**src/rtl/apb_txn_scheduler.sv**
```systemverilog
// apb_txn_scheduler: round-robin arbiter between queued AXI write and read
// requests, sequencing each grant as a single APB SETUP/ACCESS transfer with
// PREADY wait states and an optional ACCESS timeout, then returning a B or R
// response to the AXI side.
module apb_txn_scheduler #(
  parameter int unsigned ID_NUM  = 4,
  parameter int unsigned ADDR_W  = 12,
  parameter int unsigned DATA_W  = 32,
  parameter int unsigned TIMEOUT = 16
) (
  input  logic                        ACLK_i,
  input  logic                        ARESET_i,
  input  logic                        wr_vld_i,
  output logic                        wr_rdy_o,
  input  logic [ID_NUM+ADDR_W+DATA_W-1:0] wr_payload_i,
  input  logic                        rd_vld_i,
  output logic                        rd_rdy_o,
  input  logic [ID_NUM+ADDR_W-1:0]    rd_payload_i,
  output logic                        PSEL_o,
  output logic                        PENABLE_o,
  output logic                        PWRITE_o,
  output logic [ADDR_W-1:0]           PADDR_o,
  output logic [DATA_W-1:0]           PWDATA_o,
  input  logic [DATA_W-1:0]           PRDATA_i,
  input  logic                        PREADY_i,
  input  logic                        PSLVERR_i,
  output logic                        bresp_vld_o,
  input  logic                        bresp_rdy_i,
  output logic [ID_NUM-1:0]           bresp_id_o,
  output logic                        bresp_err_o,
  output logic                        rresp_vld_o,
  input  logic                        rresp_rdy_i,
  output logic [ID_NUM-1:0]           rresp_id_o,
  output logic [DATA_W-1:0]           rresp_data_o,
  output logic                        rresp_err_o
);

  // Counter is at least one bit wide so TIMEOUT=0 still elaborates.
  localparam int unsigned CNT_W = (TIMEOUT == 0) ? 1 : $clog2(TIMEOUT + 1);
  localparam int unsigned WR_W  = ID_NUM + ADDR_W + DATA_W;
  localparam int unsigned RD_W  = ID_NUM + ADDR_W;

  typedef enum logic [1:0] {IDLE, SETUP, ACCESS, RESP} state_e;

  state_e              state_q, state_d;
  logic                prio_wr_q, prio_wr_d;
  logic [ID_NUM-1:0]   id_q, id_d;
  logic [ADDR_W-1:0]   addr_q, addr_d;
  logic [DATA_W-1:0]   wdata_q, wdata_d;
  logic [DATA_W-1:0]   rdata_q, rdata_d;
  logic                write_q, write_d;
  logic                err_q, err_d;
  logic [CNT_W-1:0]    cnt_q, cnt_d;
  logic                psel_q, psel_d;
  logic                penable_q, penable_d;
  logic                bvld_q, bvld_d;
  logic                rvld_q, rvld_d;
  logic                grant_wr_c, grant_rd_c;

  // Round-robin grant, only offered while idle; ties go to the type with priority.
  always_comb begin
    grant_wr_c = 1'b0;
    grant_rd_c = 1'b0;
    if (state_q == IDLE) begin
      if (wr_vld_i && rd_vld_i) begin
        grant_wr_c = prio_wr_q;
        grant_rd_c = !prio_wr_q;
      end else begin
        grant_wr_c = wr_vld_i;
        grant_rd_c = rd_vld_i;
      end
    end
  end

  // Next-state and datapath for the transfer sequencer.
  always_comb begin
    state_d   = state_q;
    prio_wr_d = prio_wr_q;
    id_d      = id_q;
    addr_d    = addr_q;
    wdata_d   = wdata_q;
    rdata_d   = rdata_q;
    write_d   = write_q;
    err_d     = err_q;
    cnt_d     = cnt_q;
    case (state_q)
      IDLE: begin
        if (grant_wr_c) begin
          id_d      = wr_payload_i[WR_W-1 -: ID_NUM];
          addr_d    = wr_payload_i[DATA_W +: ADDR_W];
          wdata_d   = wr_payload_i[DATA_W-1:0];
          write_d   = 1'b1;
          cnt_d     = '0;
          prio_wr_d = 1'b0;
          state_d   = SETUP;
        end else if (grant_rd_c) begin
          id_d      = rd_payload_i[RD_W-1 -: ID_NUM];
          addr_d    = rd_payload_i[ADDR_W-1:0];
          write_d   = 1'b0;
          cnt_d     = '0;
          prio_wr_d = 1'b1;
          state_d   = SETUP;
        end
      end
      SETUP: state_d = ACCESS;
      ACCESS: begin
        if (PREADY_i) begin
          err_d = PSLVERR_i;
          if (!write_q) rdata_d = PRDATA_i;
          state_d = RESP;
        end else begin
          cnt_d = cnt_q + CNT_W'(1);
          if ((TIMEOUT != 0) && (cnt_d == CNT_W'(TIMEOUT))) begin
            err_d = 1'b1;
            if (!write_q) rdata_d = '0;
            state_d = RESP;
          end
        end
      end
      RESP: begin
        if ((write_q && bresp_rdy_i) || (!write_q && rresp_rdy_i)) state_d = IDLE;
      end
      default: state_d = IDLE;
    endcase
    psel_d    = (state_d == SETUP) || (state_d == ACCESS);
    penable_d = (state_d == ACCESS);
    bvld_d    = (state_d == RESP) && write_d;
    rvld_d    = (state_d == RESP) && !write_d;
  end

  // State and output registers with synchronous reset.
  always_ff @(posedge ACLK_i) begin
    if (ARESET_i) begin
      state_q   <= IDLE;
      prio_wr_q <= 1'b1;
      id_q      <= '0;
      addr_q    <= '0;
      wdata_q   <= '0;
      rdata_q   <= '0;
      write_q   <= 1'b0;
      err_q     <= 1'b0;
      cnt_q     <= '0;
      psel_q    <= 1'b0;
      penable_q <= 1'b0;
      bvld_q    <= 1'b0;
      rvld_q    <= 1'b0;
    end else begin
      state_q   <= state_d;
      prio_wr_q <= prio_wr_d;
      id_q      <= id_d;
      addr_q    <= addr_d;
      wdata_q   <= wdata_d;
      rdata_q   <= rdata_d;
      write_q   <= write_d;
      err_q     <= err_d;
      cnt_q     <= cnt_d;
      psel_q    <= psel_d;
      penable_q <= penable_d;
      bvld_q    <= bvld_d;
      rvld_q    <= rvld_d;
    end
  end

  assign wr_rdy_o     = grant_wr_c;
  assign rd_rdy_o     = grant_rd_c;
  assign PSEL_o       = psel_q;
  assign PENABLE_o    = penable_q;
  assign PWRITE_o     = write_q;
  assign PADDR_o      = addr_q;
  assign PWDATA_o     = wdata_q;
  assign bresp_vld_o  = bvld_q;
  assign bresp_id_o   = id_q;
  assign bresp_err_o  = err_q;
  assign rresp_vld_o  = rvld_q;
  assign rresp_id_o   = id_q;
  assign rresp_data_o = rdata_q;
  assign rresp_err_o  = err_q;

endmodule

```
**config.mk**
```make
export PLATFORM = sky130hd
export DESIGN_NAME = apb_txn_scheduler
export DESIGN_NICKNAME = d
export VERILOG_FILES = /design/src/rtl/apb_txn_scheduler.sv
export SDC_FILE = /design/constraint.sdc
export NUM_CORES = 1
export LEC_CHECK = 0
export CAP_MARGIN = 20
export CORE_MARGIN = 2
export CORE_UTILIZATION = 40
export DETAILED_ROUTE_END_ITERATION = 7
export PLACE_DENSITY = 0.82
export SYNTH_ARGS = -nofsm -noshare
export SYNTH_HDL_FRONTEND = slang
export SYNTH_SLANG_ARGS = --single-unit
```
**constraint.sdc**
```tcl
create_clock -name ACLK_i -period 2.1 [get_ports ACLK_i]
set_clock_uncertainty 0.1 [all_clocks]
set_input_delay 0.42 -clock ACLK_i [delete_from_list [all_inputs] [get_ports ACLK_i]]
set_output_delay 0.42 -clock ACLK_i [all_outputs]
set_load 0.02 [all_outputs]
```
==> impl_metrics.toml, run 1 <==
[synthesis]
synth_top_area_cell = "dfxtp_1"
yosysMostFrequentCell = "nand2_1"
yosysSeqAreaShare_pct = 48.3
avgSynthCellArea_um2 = 9.21
synth_top_cells_by_area = "dfxtp_1 (48%), o32ai_2 (13%), nand2_1 (10%), a21oi_1 (4.9%), a222oi_1 (4.1%)"
synthTopCellsByCount = "nand2_1 (105), dfxtp_1 (94), a21oi_1 (38)"
netlist_instances = 423
async_flop_share_pct = 0
ys_ff_latch = 94
yosysWarnings = 0
ys_types = 44
synth_fp_nets = 529
synth_top_area_share_pct = 48.3
synth_edf_count = 0
synthesis.area_mm2 = 0.00390
ys.flop_type = "dfxtp_1"

[detailed_routing]
routedWlPerCell_um = 14.6
drt_iter0_drc = 144
drt_first_pass_iters = 7
final_antenna_net_count = 0
vias = 3707
wirelength_mm = 10.9
drc = 0
routed_via_density = 4.97

[floorplan]
chipWidth_um = 103
coreArea_mm2 = 0.00959
rows = 36
die_y_um = 103
dieArea_mm2 = 0.0105
start_util_pct = 40.6
io_pins = 197

[sta]
fin_crit_sh_pct = 97.0
rsz0062_at_grt = "false"
fin_ws_ns = 0.0639
slew_headroom_pct = 59.0
finalMaxSlewViolations = 0
period_needed_ns = 2.04
hold_viol_final = 0
setup_violations = 0
worst_pin_slew_ns = 0.614
max_clock_freq_ghz = 0.491

[global_route]
antenna_found_initial = 0
grt_pass1_wl_mm = 16.1
grt_overflow = 0
track_usage_pct = 19.4
grt_start_max_net_pins = 49
grt_pass1_vias = 3422

[placement]
dp_slack_ns = -0.206
port_buffers = 196
hpwl_mm = 7.91
placed_cell_area_mm2 = 0.00595
place_congestion = 0.753

[hold_path]
hp-class = "flip-flop to flip-flop"

[worst_setup_path]
critPathLaunch = "wr_vld_i"
cp_data_arrival_time_ns = 1.52
worst_setup_path_start_kind = "input port"
r2r-end = "PSEL_o"
crit_path_end = "rd_rdy_o"
crit_path_max_fanout = 3
critical_path_class = "input port to primary output"
cp.required_ns = 1.58
end_kind = "primary output"
r2r-start = "cnt_q[0]"
reg2reg_depth = 6
ff2ff_setup_slack_ns = 0.29

[pwr]
leakage_nw = 2.25
switchingPower_mw = 1.33
clock_power_share_pct = 25.6
internal-power_mw = 3.08
peakVddDrop_mv = 0.329
power_switching_share_pct = 30.2
power_frac_seq_pct = 45.6
power_density_mw_per_mm2 = 719
pwr-share-comb_pct = 28.9

[clock_network]
cts_buffers = 9
tritoncts = "yes"
clk_path_buf_depth = 2
cts.sinks = 94
htreeDepth = 3
worstSkewPairLatency_ns = 0.35
clockRootBuffer = "clkbuf_8"
path_clk_slew_ns = 0.08

[outcome]
status = "completed"

[run]
drv_cap = 0

[finish]
layout.nets = 714
stdcell_area_mm2 = 0.00613
areaGrowthSynthToFinish_pct = 57.5
diodes = 0
final_layout_size_suffix_gt1_share_pct = 11.4
[worst min path at each step]
stage / startpoint / to / slack [ns] / cells past startpoint
3_3_place_gp: PWDATA_o[11] / PWDATA_o[11] / 0.34 / 2
5_1_grt: PWDATA_o[7] / PWDATA_o[7] / 0.38 / 2
6_report: PWDATA_o[12] / PWDATA_o[12] / 0.36 / 2
4_1_cts: PWDATA_o[12] / PWDATA_o[12] / 0.36 / 2
3_5_place_dp: PWDATA_o[12] / PWDATA_o[12] / 0.35 / 2
2_1_floorplan: cnt_q[1] / cnt_q[1] / 0.36 / 2
[power by group through the flow]
stage	logic [mW]	registers [mW]	clock network, mW
2_1_floorplan	0.515	2.21	0
3_3_place_gp	1.26	2.04	0
3_5_place_dp	1.28	2.05	0
4_1_cts	1.28	2.01	1.17
5_1_grt	1.36	2.03	1.23
6_report	1.27	2.01	1.13
[cells in the final DEF, fill, tap and decap left out, types with 3 or more instances in the layout]
cell	netlist	layout
nand2_1	105	105
clkdlybuf4s50_1	0	192
dlygate4sd2_1	0	3
inv_1	33	33
o32ai_2	30	30
clkbuf_8	0	12
a21oi_1	38	38
a222oi_1	16	16
buf_4	7	12
dfxtp_1	94	94
nor2_1	27	27
nor3_1	4	4
[registers in the layout, indices dropped and copies added (netlist names)]
register,count
PADDR_o,12
cnt_q,5
PWRITE_o,1
bresp_id_o,4
PWDATA_o,32
rresp_data_o,32
prio_wr_q,1
rresp_vld_o,1
bresp_err_o,1
PSEL_o,1
bresp_vld_o,1
PENABLE_o,1
state_q,2
[worst max-delay path, stage by stage]
cell	delay, ns
clkdlybuf4s50_1	0.51
nand2_1	0.06
and3_1	0.19
dlygate4sd2_1	0.33
[per-layer routing]
metal / routed length [µm] / global-route usage [%] / share of wire, %
met5: 0 / 0 / 0
met4: 206 / 8.92 / 1.9
met3: 553 / 3.32 / 5.1
met2: 5660 / 33.5 / 52
met1: 4480 / 23.6 / 41
[cell families (layout without fill, tap and decap cells)]
kind of cell    Yosys count  after routing  share of synthesized area [%]
mux                       1              1                          0.257
flops                    94             94                           48.3
fa+ha+maj                 2              2                          0.642
simple gates            153            153                           16.6
buf+inv                  70            260                           8.32
compound gates          103            103                           25.9
[through the flow]
stage | total power [mW] | utilization (%) | TNS, ns | cells | hold slack [ns]
floorplan | 2.73 | - | 0 | 423 | 0.361
global route | 4.62 | 63.9 | 0 | 746 | 0.377
detailed placement | 3.33 | 62.0 | -0.465 | 730 | 0.346
CTS | 4.46 | 63.9 | 0 | 746 | 0.357
finish | 4.41 | 63.9 | 0 | 746 | 0.356
global placement | 3.30 | 62.0 | -0.355 | 730 | 0.341
[repair_timing]
| item | CTS | global route |
|---|---|---|
| hold buffers | 0 | 0 |
| buffers inserted | 0 | 0 |
| endpoints found under the setup margin | 3 | 0 |
| gates resized for setup | 3 | 0 |
| endpoints found under the hold margin | 0 | 0 |
[cell type report]
type / instances / area, µm²
clock inverter: 3 / 17.5
tap: 133 / 166
inverter: 35 / 131
timing repair buffer: 209 / 2080
clock buffer: 13 / 169
sequential: 94 / 1880
fill: 819 / 3460
multi-input combinational: 259 / 1690
Note: power is estimated with default switching activity, not from simulation.
==> inputs of run 2 (changes only) <==
--- a/config.mk
+++ b/config.mk
@@ -6,10 +6,11 @@
 export NUM_CORES = 1
 export LEC_CHECK = 0
 export CAP_MARGIN = 20
+export CORE_ASPECT_RATIO = 1.75
 export CORE_MARGIN = 2
-export CORE_UTILIZATION = 40
+export CORE_UTILIZATION = 43
 export DETAILED_ROUTE_END_ITERATION = 7
-export PLACE_DENSITY = 0.82
+export PLACE_DENSITY = 0.87
 export SYNTH_ARGS = -nofsm -noshare
 export SYNTH_HDL_FRONTEND = slang
 export SYNTH_SLANG_ARGS = --single-unit
==> constraint.sdc (replaced) <==
create_clock -name ACLK_i -period 2.55 [get_ports ACLK_i]
set_clock_uncertainty 0.1 [all_clocks]
set_input_delay 0.51 -clock ACLK_i [delete_from_list [all_inputs] [get_ports ACLK_i]]
set_output_delay 0.51 -clock ACLK_i [all_outputs]
set_load 0.02 [all_outputs]
==> run 2 against run 1 <==
Against the previous run: critical path depth up 1; global-route usage grew 2.8 points; sequential power is 17% lower; routed wire length rose by 3.7%; cell area increased by 1.5%; power down 6.5%; hold slack got worse by 0.0043 ns; clock-buffer cell count is 4 lower; via count decreased by 0.30%; critical endpoint is now wr_rdy_o; largest power group unchanged.
==> impl_metrics.toml, run 2 (synthesized netlist as in run 1, its figures left out) <==
[outcome]
status = "completed"

[worst_setup_path]
end_kind = "primary output"
critical_path_class = "input port to primary output"
crit_path_max_fanout = 3
r2r-start = "cnt_q[0]"
cp.required_ns = 1.94
cp_data_arrival_time_ns = 1.88
slowest_stage = "clkdlybuf4s50_1"
reg2reg_depth = 5
cp_common_cell = "clkdlybuf4s50_1"
crit_chain = "clkdlybuf4s50_1 > nand2b_1 > nand3_2 > inv_2 > clkdlybuf4s50_1"
ff2ff_setup_slack_ns = 0.20
crit_path_max_incr_delay_ns = 0.65
path_buf_inv = 3
worst_setup_path_start_kind = "input port"
critical_path.top_delay_family = "buffers and inverters"
r2r-end = "rresp_data_o[14]"

[detailed_routing]
vias = 3696
drt_iter0_drc = 229
final_antenna_net_count = 0
drc = 0
highest_layer = "met4"
routed_via_density = 5.07
wl_met3_um = 439
drt_first_pass_iters = 5
routedWlPerCell_um = 15.5
met1_length_mm = 4.00
route.met2.wl_mm = 6.22
wirelength_mm = 11.3

[clock_network]
clk_path_buf_depth = 2
holdBufCountCts = 0
cts_setup_buffers = 0
htreeDepth = 3
clockRootBuffer = "clkbuf_16"
cts_resized = 0
path_clk_slew_ns = 0.06
worstSkewPairLatency_ns = 0.33
cts.sinks = 94
cts_buffers = 9
tritoncts = "yes"

[finish]
areaGrowthSynthToFinish_pct = 59.9
final_cells = 729
regArea_mm2 = 0.00188
nFillCells = 677
multi_input_area_mm2 = 0.00169
final_layout_size_suffix_gt1_share_pct = 11.0
final_common_cell = "clkdlybuf4s50_1"
layout.nets = 710
final_cell_mix = "clkdlybuf4s50_1 (195), nand2_1 (105), dfxtp_1 (94)"
diodes = 0

[placement]
hpwl_mm = 8.21
place_congestion = 0.797
port_buffers = 196
place_inst = 713

[global_route]
grt_start_max_net_pins = 91
grt_pass1_wl_mm = 17.6
grt_overflow = 0
grt_pass1_vias = 3596
track_usage_pct = 22.2
antenna_found_initial = 0

[floorplan]
rows = 46
dieArea_mm2 = 0.00987
io_pins = 197
coreArea_mm2 = 0.00892
chipWidth_um = 76.0
start_util_pct = 43.7
die_y_um = 130

[pwr]
power_density_mw_per_mm2 = 662
peakVddDrop_mv = 0.388
p_total_mw = 4.12
leakage_nw = 2.28

[sta]
max_clock_freq_ghz = 0.402
fin_tns_setup_ns = 0
worst_pin_slew_ns = 1.09
slew_headroom_pct = 27.1
period_needed_ns = 2.49
fin_crit_sh_pct = 97.5
setup_violations = 0
rsz0062_at_grt = "false"
hold_viol_final = 0
finalMaxSlewViolations = 0

[hold_path]
min_path_cells = 2
hold_start = "PWDATA_o[6]"
hp-class = "flip-flop to flip-flop"
hold_end = "PWDATA_o[6]"

[run]
drv_cap = 0
## run 2: area by class of cell
type                            instances  share of cell area (%)
Inverter                               35                    2.11
Timing Repair Buffer                  205                    32.9
Clock buffer                            9                    3.62
Sequential cell                        94                    30.2
Tap cell                              120                    2.41
Clock inverter                          7                    1.57
Multi-Input combinational cell        259                    27.1
## run 2: how the worst max path moves through the flow
stage / startpoint / endpoint / slack (ns) / cells past startpoint
2_1_floorplan: cnt_q[1] / PSEL_o / 0.87 / 6
5_1_grt: rd_vld_i / wr_rdy_o / 0.005 / 5
4_1_cts: rd_vld_i / wr_rdy_o / 0.07 / 5
3_5_place_dp: rd_vld_i / wr_rdy_o / 0.08 / 5
6_report: rd_vld_i / wr_rdy_o / 0.06 / 5
3_3_place_gp: wr_vld_i / rd_rdy_o / 0.10 / 4
## run 2: through the flow
step / util, % / cell area, µm² / worst slack (ns) / hold WS, ns
after floorplan: - / 3900 / 0.870 / 0.361
after global placement: 66.2 / 5910 / 0.105 / 0.342
after detailed placement: 66.2 / 5910 / 0.0811 / 0.348
after CTS: 69.8 / 6230 / 0.0664 / 0.356
after global routing: 69.8 / 6230 / 0.00530 / 0.366
final: 69.8 / 6230 / 0.0642 / 0.352
## run 2: routing by layer
layer,vias to the layer above,GRT usage (%)
li1,1822,-
met5,-,0
met3,38,3.73
met1,1701,23.0
met4,0,13.7
met2,135,41.8
## run 2: power breakdown
part,switching [mW],internal [mW]
clock,0.560,0.862
combinational,0.523,0.513
sequential,0.0753,1.59
## run 2: tightest hold or removal path, stage by stage, from the launching register on
cell	delay [ns]
dfxtp_1	0.30
nand2_1	0.05
a21oi_1	0.05
==> inputs of run 3 (changes only) <==
--- a/config.mk
+++ b/config.mk
@@ -8,9 +8,9 @@
 export CAP_MARGIN = 20
 export CORE_ASPECT_RATIO = 1.75
 export CORE_MARGIN = 2
-export CORE_UTILIZATION = 43
+export CORE_UTILIZATION = 40
 export DETAILED_ROUTE_END_ITERATION = 7
-export PLACE_DENSITY = 0.87
+export PLACE_DENSITY = 0.83
 export SYNTH_ARGS = -nofsm -noshare
 export SYNTH_HDL_FRONTEND = slang
 export SYNTH_SLANG_ARGS = --single-unit
==> constraint.sdc (replaced) <==
create_clock -name ACLK_i -period 2.6 [get_ports ACLK_i]
set_clock_uncertainty 0.1 [all_clocks]
set_input_delay 0.52 -clock ACLK_i [delete_from_list [all_inputs] [get_ports ACLK_i]]
set_output_delay 0.52 -clock ACLK_i [all_outputs]
set_load 0.02 [all_outputs]
==> run 3 against run 2 <==
Against the previous run: via count grew 1.6%; cell count grew 0.55%; critical endpoint is now rd_rdy_o; routed wire length grew 3.1%; core utilization shrank 4.2 points; critical path type unchanged; die area grew 7.2%; highest routed layer unchanged.
==> impl_metrics.toml, run 3 (synthesized netlist as in run 1, its figures left out) <==
[outcome]
status = "completed"

[pwr]
power_switching_share_pct = 29.2
switchingPower_mw = 1.16
pwr-share-comb_pct = 25.7
leakage_nw = 2.28
internal-power_mw = 2.81
clock_power_share_pct = 33.2
power_frac_seq_pct = 41.2
peakVddDrop_mv = 0.436
power_density_mw_per_mm2 = 639

[sta]
fin_tns_setup_ns = 0
rsz0062_at_grt = "false"
period_needed_ns = 2.47
setup_violations = 0
fin_ws_ns = 0.129
finalMaxSlewViolations = 0
hold_viol_final = 0
worst_pin_slew_ns = 0.616
max_clock_freq_ghz = 0.405
fin_crit_sh_pct = 95.0
slew_headroom_pct = 58.9

[run]
drv_cap = 0

[clock_network]
holdBufCountCts = 0
worstSkewPairLatency_ns = 0.34
tritoncts = "yes"
clockRootBuffer = "clkbuf_16"
htreeDepth = 3
cts.sinks = 94
cts_setup_buffers = 0
clk_path_buf_depth = 2
cts_resized = 0
cts_buffers = 9
path_clk_slew_ns = 0.07

[finish]
diodes = 0
final_cell_mix = "clkdlybuf4s50_1 (195), nand2_1 (105), dfxtp_1 (94)"
final_common_cell = "clkdlybuf4s50_1"
final_layout_size_suffix_gt1_share_pct = 11.3
layout.nets = 712
areaGrowthSynthToFinish_pct = 59.4
nFillCells = 780
final_cells = 733
utilization_pct = 65.6

[placement]
hpwl_mm = 8.58
place_inst = 717
place_congestion = 0.792
dp_slack_ns = 0.122
port_buffers = 196

[global_route]
antenna_found_initial = 0
gr-usage-met2_pct = 39.8
grt-busiest-layer = "met2"
gr-usage-met1_pct = 22.1
globalRouteMet3Util_pct = 3.94
grt_pass1_wl_mm = 18.2
grt_start_max_net_pins = 49
track_usage_pct = 22.0
grt_overflow = 0
grt_pass1_vias = 3883

[floorplan]
coreArea_mm2 = 0.00947
rows = 47
io_pins = 197
dieArea_mm2 = 0.0106
start_util_pct = 41.2
chipWidth_um = 78.6
die_y_um = 135

[worst_setup_path]
crit_path_max_incr_delay_ns = 0.62
end_kind = "primary output"
reg2reg_depth = 6
crit_chain = "clkdlybuf4s50_1 > nand2_1 > and3_1 > clkdlybuf4s50_1"
path_buf_inv = 2
cp_data_arrival_time_ns = 1.85
r2r-start = "cnt_q[3]"
ff2ff_setup_slack_ns = 0.68
slowest_stage = "clkdlybuf4s50_1"
critical_path.top_delay_family = "buffers and inverters"
cp_common_cell = "clkdlybuf4s50_1"
crit_path_end = "rd_rdy_o"
critical_path_class = "input port to primary output"
crit_path_max_fanout = 3
cp.depth = 4
cp.required_ns = 1.98
worst_setup_path_start_kind = "input port"
critPathLaunch = "wr_vld_i"
r2r-end = "PSEL_o"

[hold_path]
min_path_cells = 2
hp-class = "flip-flop to flip-flop"

[detailed_routing]
final_antenna_net_count = 0
vias = 3756
drc = 0
drt_first_pass_iters = 5
drt_iter0_drc = 179
wirelength_mm = 11.7
routed_via_density = 5.12
routedWlPerCell_um = 15.9
[run 3: area by class of cell]
type / instances / area [µm²] / area share (%)
repair buffers: 207 / 2050 / 33.1
flip-flops and latches: 94 / 1880 / 30.3
multi-input cells: 259 / 1690 / 27.2
clock buffers: 9 / 225 / 3.63
well taps: 122 / 153 / 2.46
inverters: 35 / 131 / 2.12
clock inverters: 7 / 73.8 / 1.19
[run 3: worst min-delay path by stage]
stage            startpoint      endpoint  slack [ns]
2_1_floorplan      cnt_q[1]      cnt_q[1]        0.36
3_3_place_gp   PWDATA_o[23]  PWDATA_o[23]        0.34
3_5_place_dp   PWDATA_o[20]  PWDATA_o[20]        0.35
4_1_cts        PWDATA_o[28]  PWDATA_o[28]        0.36
5_1_grt        PWDATA_o[31]  PWDATA_o[31]        0.38
6_report       PWDATA_o[15]  PWDATA_o[15]        0.36
[run 3: through the flow]
stage / cell area (µm²) / total power, mW / hold WS [ns]
4_1_cts: 6210 / 4.00 / 0.362
2_1_floorplan: 3900 / 2.20 / 0.361
5_1_grt: 6210 / 4.15 / 0.377
3_3_place_gp: 5910 / 2.66 / 0.342
3_5_place_dp: 5910 / 2.68 / 0.348
6_report: 6210 / 3.97 / 0.360
[run 3: tightest hold or removal path, stage by stage, from the launching register on]
cell and delay (ns):
dfxtp_1 0.31, nand2_1 0.05, a21oi_1 0.05
[run 3: power by group through the flow]
stage                     registers [mW]  logic, mW  clock network [mW]
after global placement              1.66       1.00                   0
after detailed placement            1.66       1.02                   0
after global routing                1.65       1.10                1.40
final                               1.63       1.02                1.32
after CTS                           1.63       1.03                1.34
after floorplan                     1.79      0.416                   0
[run 3: routing by layer]
layer,wire [µm],share of wire (%)
met4,739,6.3
met1,4080,35
met5,0,0
met3,524,4.5
met2,6310,54
